===== src/rtl/arith_pkg.sv =====
// Shared arithmetic-lab definitions: FSM state encoding and default width.
package arith_pkg;

    // Default operand/result width for the arithmetic lab datapath.
    localparam int DEFAULT_WIDTH = 8;

    // Handshake FSM states for the serial arithmetic blocks.
    typedef enum logic [1:0] {
        ST_IDLE  = 2'd0,
        ST_SHIFT = 2'd1,
        ST_DONE  = 2'd2
    } state_t;

endpackage : arith_pkg


===== src/rtl/full_subtractor_1bit.sv =====
// One-bit full subtractor: d = x - y - bin, with borrow-out.
module full_subtractor_1bit (
    input  logic x,
    input  logic y,
    input  logic bin,
    output logic d,
    output logic bout
);

    // Difference bit and borrow-out of a single bit position.
    assign d    = x ^ y ^ bin;
    assign bout = (~x & y) | (~(x ^ y) & bin);

endmodule : full_subtractor_1bit


===== src/rtl/serial_subtractor_8bit.sv =====
// Bit-serial subtractor: diff = a - b, one bit per clock, LSB first.
// Results are held in dedicated registers so they stay stable while the
// next operation is shifting through the working registers.
module serial_subtractor_8bit
    import arith_pkg::*;
#(
    parameter int WIDTH = DEFAULT_WIDTH
) (
    input  logic             clk,
    input  logic             rst,
    input  logic             start,
    input  logic [WIDTH-1:0] a,
    input  logic [WIDTH-1:0] b,
    output logic             busy,
    output logic             done,
    output logic [WIDTH-1:0] diff,
    output logic             borrow,
    output logic             overflow
);

    // One extra bit so the counter never wraps before the last bit is seen.
    localparam int CW = $clog2(WIDTH) + 1;
    localparam logic [CW-1:0] CNT_LAST = CW'(WIDTH - 1);
    localparam logic [CW-1:0] CNT_ONE  = CW'(1);

    state_t           state_q, state_d;
    logic [WIDTH-1:0] sa_q, sa_d;
    logic [WIDTH-1:0] sb_q, sb_d;
    logic [WIDTH-1:0] res_q, res_d;
    logic [CW-1:0]    cnt_q, cnt_d;
    logic             bin_q, bin_d;
    logic             amsb_q, amsb_d;
    logic             bmsb_q, bmsb_d;
    logic [WIDTH-1:0] diff_q, diff_d;
    logic             borrow_q, borrow_d;
    logic             ovf_q, ovf_d;

    logic             fs_d;
    logic             fs_bout;
    logic [WIDTH-1:0] res_shifted;

    full_subtractor_1bit u_fs (
        .x    (sa_q[0]),
        .y    (sb_q[0]),
        .bin  (bin_q),
        .d    (fs_d),
        .bout (fs_bout)
    );

    // New difference bit enters at the MSB end so bit 0 lands at position 0
    // after WIDTH shifts.
    assign res_shifted = {fs_d, res_q[WIDTH-1:1]};

    // Next-state, datapath and result-capture logic.
    always_comb begin
        state_d  = state_q;
        sa_d     = sa_q;
        sb_d     = sb_q;
        res_d    = res_q;
        cnt_d    = cnt_q;
        bin_d    = bin_q;
        amsb_d   = amsb_q;
        bmsb_d   = bmsb_q;
        diff_d   = diff_q;
        borrow_d = borrow_q;
        ovf_d    = ovf_q;

        case (state_q)
            ST_IDLE, ST_DONE: begin
                if (start) begin
                    sa_d    = a;
                    sb_d    = b;
                    bin_d   = 1'b0;
                    cnt_d   = '0;
                    amsb_d  = a[WIDTH-1];
                    bmsb_d  = b[WIDTH-1];
                    state_d = ST_SHIFT;
                end else begin
                    state_d = ST_IDLE;
                end
            end
            ST_SHIFT: begin
                // start is deliberately ignored here: no restart, no queuing.
                res_d = res_shifted;
                sa_d  = sa_q >> 1;
                sb_d  = sb_q >> 1;
                bin_d = fs_bout;
                cnt_d = cnt_q + CNT_ONE;
                if (cnt_q == CNT_LAST) begin
                    state_d  = ST_DONE;
                    diff_d   = res_shifted;
                    borrow_d = fs_bout;
                    ovf_d    = (amsb_q != bmsb_q) && (fs_d != amsb_q);
                end
            end
            default: begin
                state_d = ST_IDLE;
            end
        endcase
    end

    // State and datapath registers; reset aborts any operation in flight.
    always_ff @(posedge clk or posedge rst) begin
        if (rst) begin
            state_q  <= ST_IDLE;
            sa_q     <= '0;
            sb_q     <= '0;
            res_q    <= '0;
            cnt_q    <= '0;
            bin_q    <= 1'b0;
            amsb_q   <= 1'b0;
            bmsb_q   <= 1'b0;
            diff_q   <= '0;
            borrow_q <= 1'b0;
            ovf_q    <= 1'b0;
        end else begin
            state_q  <= state_d;
            sa_q     <= sa_d;
            sb_q     <= sb_d;
            res_q    <= res_d;
            cnt_q    <= cnt_d;
            bin_q    <= bin_d;
            amsb_q   <= amsb_d;
            bmsb_q   <= bmsb_d;
            diff_q   <= diff_d;
            borrow_q <= borrow_d;
            ovf_q    <= ovf_d;
        end
    end

    // Status flags decode directly from the state register.
    assign busy     = (state_q == ST_SHIFT);
    assign done     = (state_q == ST_DONE);
    assign diff     = diff_q;
    assign borrow   = borrow_q;
    assign overflow = ovf_q;

endmodule : serial_subtractor_8bit

===== config.mk =====
export PLATFORM = sky130hd
export DESIGN_NAME = serial_subtractor_8bit
export DESIGN_NICKNAME = d
export VERILOG_FILES = /design/src/rtl/arith_pkg.sv /design/src/rtl/full_subtractor_1bit.sv /design/src/rtl/serial_subtractor_8bit.sv
export SDC_FILE = /design/constraint.sdc
export NUM_CORES = 1
export LEC_CHECK = 0
export CORE_MARGIN = 3
export CORE_UTILIZATION = 46
export CTS_CLUSTER_DIAMETER = 100
export DETAILED_ROUTE_END_ITERATION = 8
export PLACE_DENSITY = 0.75
export SYNTH_ARGS = -nofsm -noshare
export SYNTH_HDL_FRONTEND = slang
export SYNTH_SLANG_ARGS = --single-unit
export TNS_END_PERCENT = 50

===== constraint.sdc =====
create_clock -name clk -period 1.65 [get_ports clk]
set_clock_uncertainty 0.15 [all_clocks]
set_input_delay 0.33 -clock clk [delete_from_list [all_inputs] [get_ports clk]]
set_output_delay 0.33 -clock clk [all_outputs]
set_load 0.03 [all_outputs]

---- After elaboration in Yosys (flattened, before gate mapping) ----
Index checks and enable logic that the tools add are counted.
word-level totals
  register bits ........................... 43
  output and inout bits ................... 12
  input bits .............................. 19
cells by class
  equality and inequality tests ........... 7
  muxes and demuxes ....................... 11
  bitwise operators ....................... 7
  add/sub/neg operators ................... 1
  reductions and logical operators ........ 7
operators with widths
  kind                 count
  $pmux 8 s2           2
  $mux 8               2
  $pmux 4 s2           1
  $reduce_and 2->1     3
  $add 4x1->4 const B  1
  $eq 4x3->1 const B   1
  $mux 4               1
  $pmux 2 s2           1
  $and 1x1->1          2
  $eq 2x1->1 const B   1
  $eq 2x2->1 const B   1
  $logic_not 2->1      1
  $mux 1               2
  $mux 2               1
  $ne 1x1->1           2
  $ne 2x1->1 const B   1
  $ne 2x2->1 const B   1
  $not 1->1            2
  $pmux 1 s2           1
  $reduce_bool 2->1    1
  $reduce_or 2->1      1
  $xor 1x1->1          2
  $logic_and 1x1->1    1
  $or 1x1->1           1

---- Logic depth before layout (Yosys ltp) ----
  depth in word-level cells ............... 5
  depth in mapped cells ................... 6
  depth with buffers taken out ............ 5

---- Cells and area by module ----
A second synthesis with hierarchy kept.
unflattened totals
  cell total of the unflattened synthesis .. 130
  area total of the unflattened synthesis .. 1769.2 um^2
by module, submodules not included
  module                  cells an instance  sequential area each (um^2)  instances  area each (um^2)
  serial_subtractor_8bit  126                1051.0                       1          1737.9
  full_subtractor_1bit    4                  0.0                          1          31.3

---- Least setup slack after synthesis ----
Ideal clock, no wire load.
  path type ............................... reg2reg
  start ................................... reg sb_q[0]
  end ..................................... reg ovf_q (netlist: overflow)
  arrival time ............................ 1336 ps
  cell stages (with the launch flop) ...... 6
  data required time ...................... 1375 ps
  library setup time ...................... 125 ps
  setup slack ............................. 39 ps
  clock period less this slack ............ 1611 ps
  cell sequence ........................... dfrtp_1 > inv_1 > fa_1 > nand2b_1 > o22ai_1 > mux2_2
between the ends
  word-level cells in the longest chain between the ends .. 4
RTL lines
  item                       RTL line                       RTL
  start: declaration         serial_subtractor_8bit.sv:28   logic [WIDTH-1:0] sb_q, sb_d;
  start signal: assignment   serial_subtractor_8bit.sv:107  sb_q <= '0;
  start signal: assignment   serial_subtractor_8bit.sv:119  sb_q <= sb_d;
  $xor 1x1->1 (2 in series)  full_subtractor_1bit.sv:11     assign d = x ^ y ^ bin;
  net fs_d                   serial_subtractor_8bit.sv:38   logic fs_d;
  $ne 1x1->1                 serial_subtractor_8bit.sv:93   ovf_d = (amsb_q != bmsb_q) && (fs_d != amsb_q);
  $logic_and 1x1->1          serial_subtractor_8bit.sv:93
  end signal: assignment     serial_subtractor_8bit.sv:127  ovf_q <= ovf_d;
  end: declaration           serial_subtractor_8bit.sv:36   logic ovf_q, ovf_d;
The timed path passes the listed nets, and every way through them passes these cells.
A chain may end at the register's enable or synchronous reset.

---- Worst setup path in the final report ----
  start ................................... reg bin_q
  end ..................................... reg ovf_q (netlist: overflow)
between the ends
  word-level cells in the longest chain between the ends .. 3
RTL lines
  item                      RTL line                       RTL
  start: declaration        serial_subtractor_8bit.sv:31   logic bin_q, bin_d;
  start signal: assignment  serial_subtractor_8bit.sv:122  bin_q <= bin_d;
  $xor 1x1->1               full_subtractor_1bit.sv:11
  net fs_d                  serial_subtractor_8bit.sv:38
  $ne 1x1->1                serial_subtractor_8bit.sv:93
  $logic_and 1x1->1         serial_subtractor_8bit.sv:93
The timed path passes the listed nets, and every way through them passes these cells.

==> results.md <==
* Max capacitance violation total at 0
* Share of cells above drive strength 1 at 21.4%
* Starting density of the core at around 50%
* Placement Setup Slack at -75.8 ps
* Ys flop type: dfrtp_1
* Leakage at roughly 1.2 nW
* Synthesized area at 1770 µm²
* Min-delay worst type: in2async
* Crit start category: flop
* Warnings from Yosys at 0
* Vias in the first global route at between 1000 and 1500
* Ys async rst share at 100%
* WL/cell at 14.3 µm
* Fin crit share at 107%
* Drt pass-1 iters at 4
* Core area at between 3000 and 4000 µm²
* Post-synth EDFFs at 0
* Clock buffer depth at 2
* Max stage delay on crit path at 610 ps
* # port buffers at 30
* Cells after DPL at 241
* Initial antenna violation count at 0
* F_max at 569 MHz
* CTS tree: yes
* Most frequent cells in the layout: nand2_1, dfrtp_1, clkdlybuf4s50_1, nand3_1
* Most common cell after layout, fill and taps aside: nand2_1
* Period minus WS final at approximately 1800 ps
* Pins Over Slew Limit at 0
* First-pass GRT wire length at 6.04 mm
* Sink Count at 42
* H-tree depth at 2
* Worst path buffer plus inverter count at 1
* WP data arrival at 1780 ps
* N_diodes at 0
* Worst-skew pair later-pin latency at 290 ps
* Critical path type: reg2reg
* Post-route DRC at 0
* Syn Nets at 182
* Dpl hpwl at approximately 2.4 mm
* Sequential-to-total area share from yosys stat at 59.5%
* DRT antenna net count at 0
* Fillers at about 290
* Num CTS Buffers at 5
* Crit Path Max Fanout at 4
* CTS root buf: clkbuf_8
* Worst vdd ir at between 0.001 and 0.0015 V
* Setup_tns at -107 ps
* Syn Inst Count at 161
* Fin nets at 226
* Unrepaired setup endpoints after global routing: yes
* Pwr Density at 2010 nW/µm²
* DRT Wirelength at 3.61 mm
* Max stage delay cell, worst path: fa_2
* Top post-synthesis cells by area: dfrtp_1, nand2_1, mux2_2
* Top-area cell type share of the netlist area at approximately 60%
* Worst path setup slack after routing at -107 ps
* Io pins at 31
* Crit. End Element: flop
* #FFs+latches synth at 42
* CP cell instances: inv_2, fa_2, nand2b_4, o22ai_2, mux2_4
* Delay-heaviest family, CP: adder cells
* GP Congestion at 0.807
* Worst slew pin tran at 317 ps
* Final setup viols at 1
* Largest net degree at the start of global routing at 43
* Distinct cells, synth at 25
* Via count at 1337
* Failing checks: setup timing
* Synth area leader: dfrtp_1
* Initial drt markers at 75
* Gr usage total at between 10% and 20%
* Non-filler cells, final at 252
* Outcome: finished with violations
* Die span in y at 68.0 µm
* Clk pin slew, worst setup/hold paths at ~70 ps
* Hold buffer count at cts at 0
* Area Overhead vs Synth at 35.0%
* Slew HR at about four fifths
* Final hold violation count at 0
* Die X at 68.0 µm
* Die Area at 4620 µm²
* Rows at 21
* CP required at 1670 ps
* Syn Area/Cell at between 10 and 15 µm²
* Average vias per placed instance at 5.31
* Grt ovf at 0
==> stage by stage <==
step	hold WS, ps	util [%]	cell area [µm²]	total power [W]
CTS	271	65.1	2290	0.00456
global route	302	67.7	2380	0.00513
detailed placement	326	62.5	2200	0.00393
global placement	306	62.5	2200	0.00385
finish	267	67.7	2380	0.00478
floorplan	285	-	1770	0.00310
==> kinds of logic (layout without fill, tap and decap cells) <==
kind of cell,after synthesis,count (layout),synth area share [%]
compound gates,22,22,9.49
buf+inv,15,60,4.46
mux,12,12,7.44
fa+ha+maj,2,2,1.84
simple gates,68,68,17.3
flops,42,42,59.5
==> power breakdown <==
part | switching, W | internal [W] | leakage (nW) | total (W)
clock network | 0.000333 | 0.000338 | 0.0482 | 0.000670
logic | 0.00119 | 0.00111 | 0.596 | 0.00231
registers | 0.000303 | 0.00150 | 0.523 | 0.00181
==> final timing paths <==
check,startpoint,end,slack (ps),depth (start not counted)
worst max-delay path,bin_q,overflow,-110,5
worst min-delay path,rst,diff[0],270,3
max in group asynchronous,rst,diff[2],890,3
worst min register to register,res_q[1],res_q[1],340,2
worst max register to register,bin_q,overflow,-110,5
min in group clk,res_q[1],res_q[1],340,2
==> final cells by class <==
type	count	area, µm²	share of cell area, %
clock buffers	7	86.3	3.62
clock inverters	1	5.00	0.210
inverters	5	26.3	1.10
multi-input cells	104	699	29.3
flip-flops and latches	42	1050	44.1
well taps	46	57.6	2.41
repair buffers	47	459	19.3
==> sequential cells by signal (all words and copies together) (netlist names) <==
name and flops:
amsb_q 1, bin_q 1, bmsb_q 1, borrow 1, cnt_q 4, diff 8, overflow 1, res_q 7
sa_q 8, sb_q 8, state_q 2
==> synth_stat cells (2+ instances only) <==
master,n
a22o_1,4
a22oi_1,13
buf_2,6
buf_6,2
clkbuf_1,2
dfrtp_1,42
inv_1,4
mux2_2,9
mux2i_1,3
nand2_1,44
nand2b_1,3
nand3_1,14
nor2b_1,2
o21ai_0,2
==> worst min-delay path, cell delays in order <==
cell	delay [ps]
clkdlybuf4s50_1	400
inv_1	100
buf_12	240
==> routing by layer <==
layer | track usage [%] | wire, µm | vias to the layer above
met1 | 23.9 | 1700 | 660
met4 | 6.20 | 32 | 0
met2 | 26.6 | 1710 | 34
met5 | 0 | 0 | -
met3 | 5.25 | 171 | 4
li1 | - | - | 639
==> repair_timing <==
item                       in CTS  in global routing
resized for setup              14                 19
pin swaps                       0                  3
gates cloned                    0                  0
setup endpoints to repair      12                 10
buffers inserted                0                  3
Power figures use the tool's default switching activity.
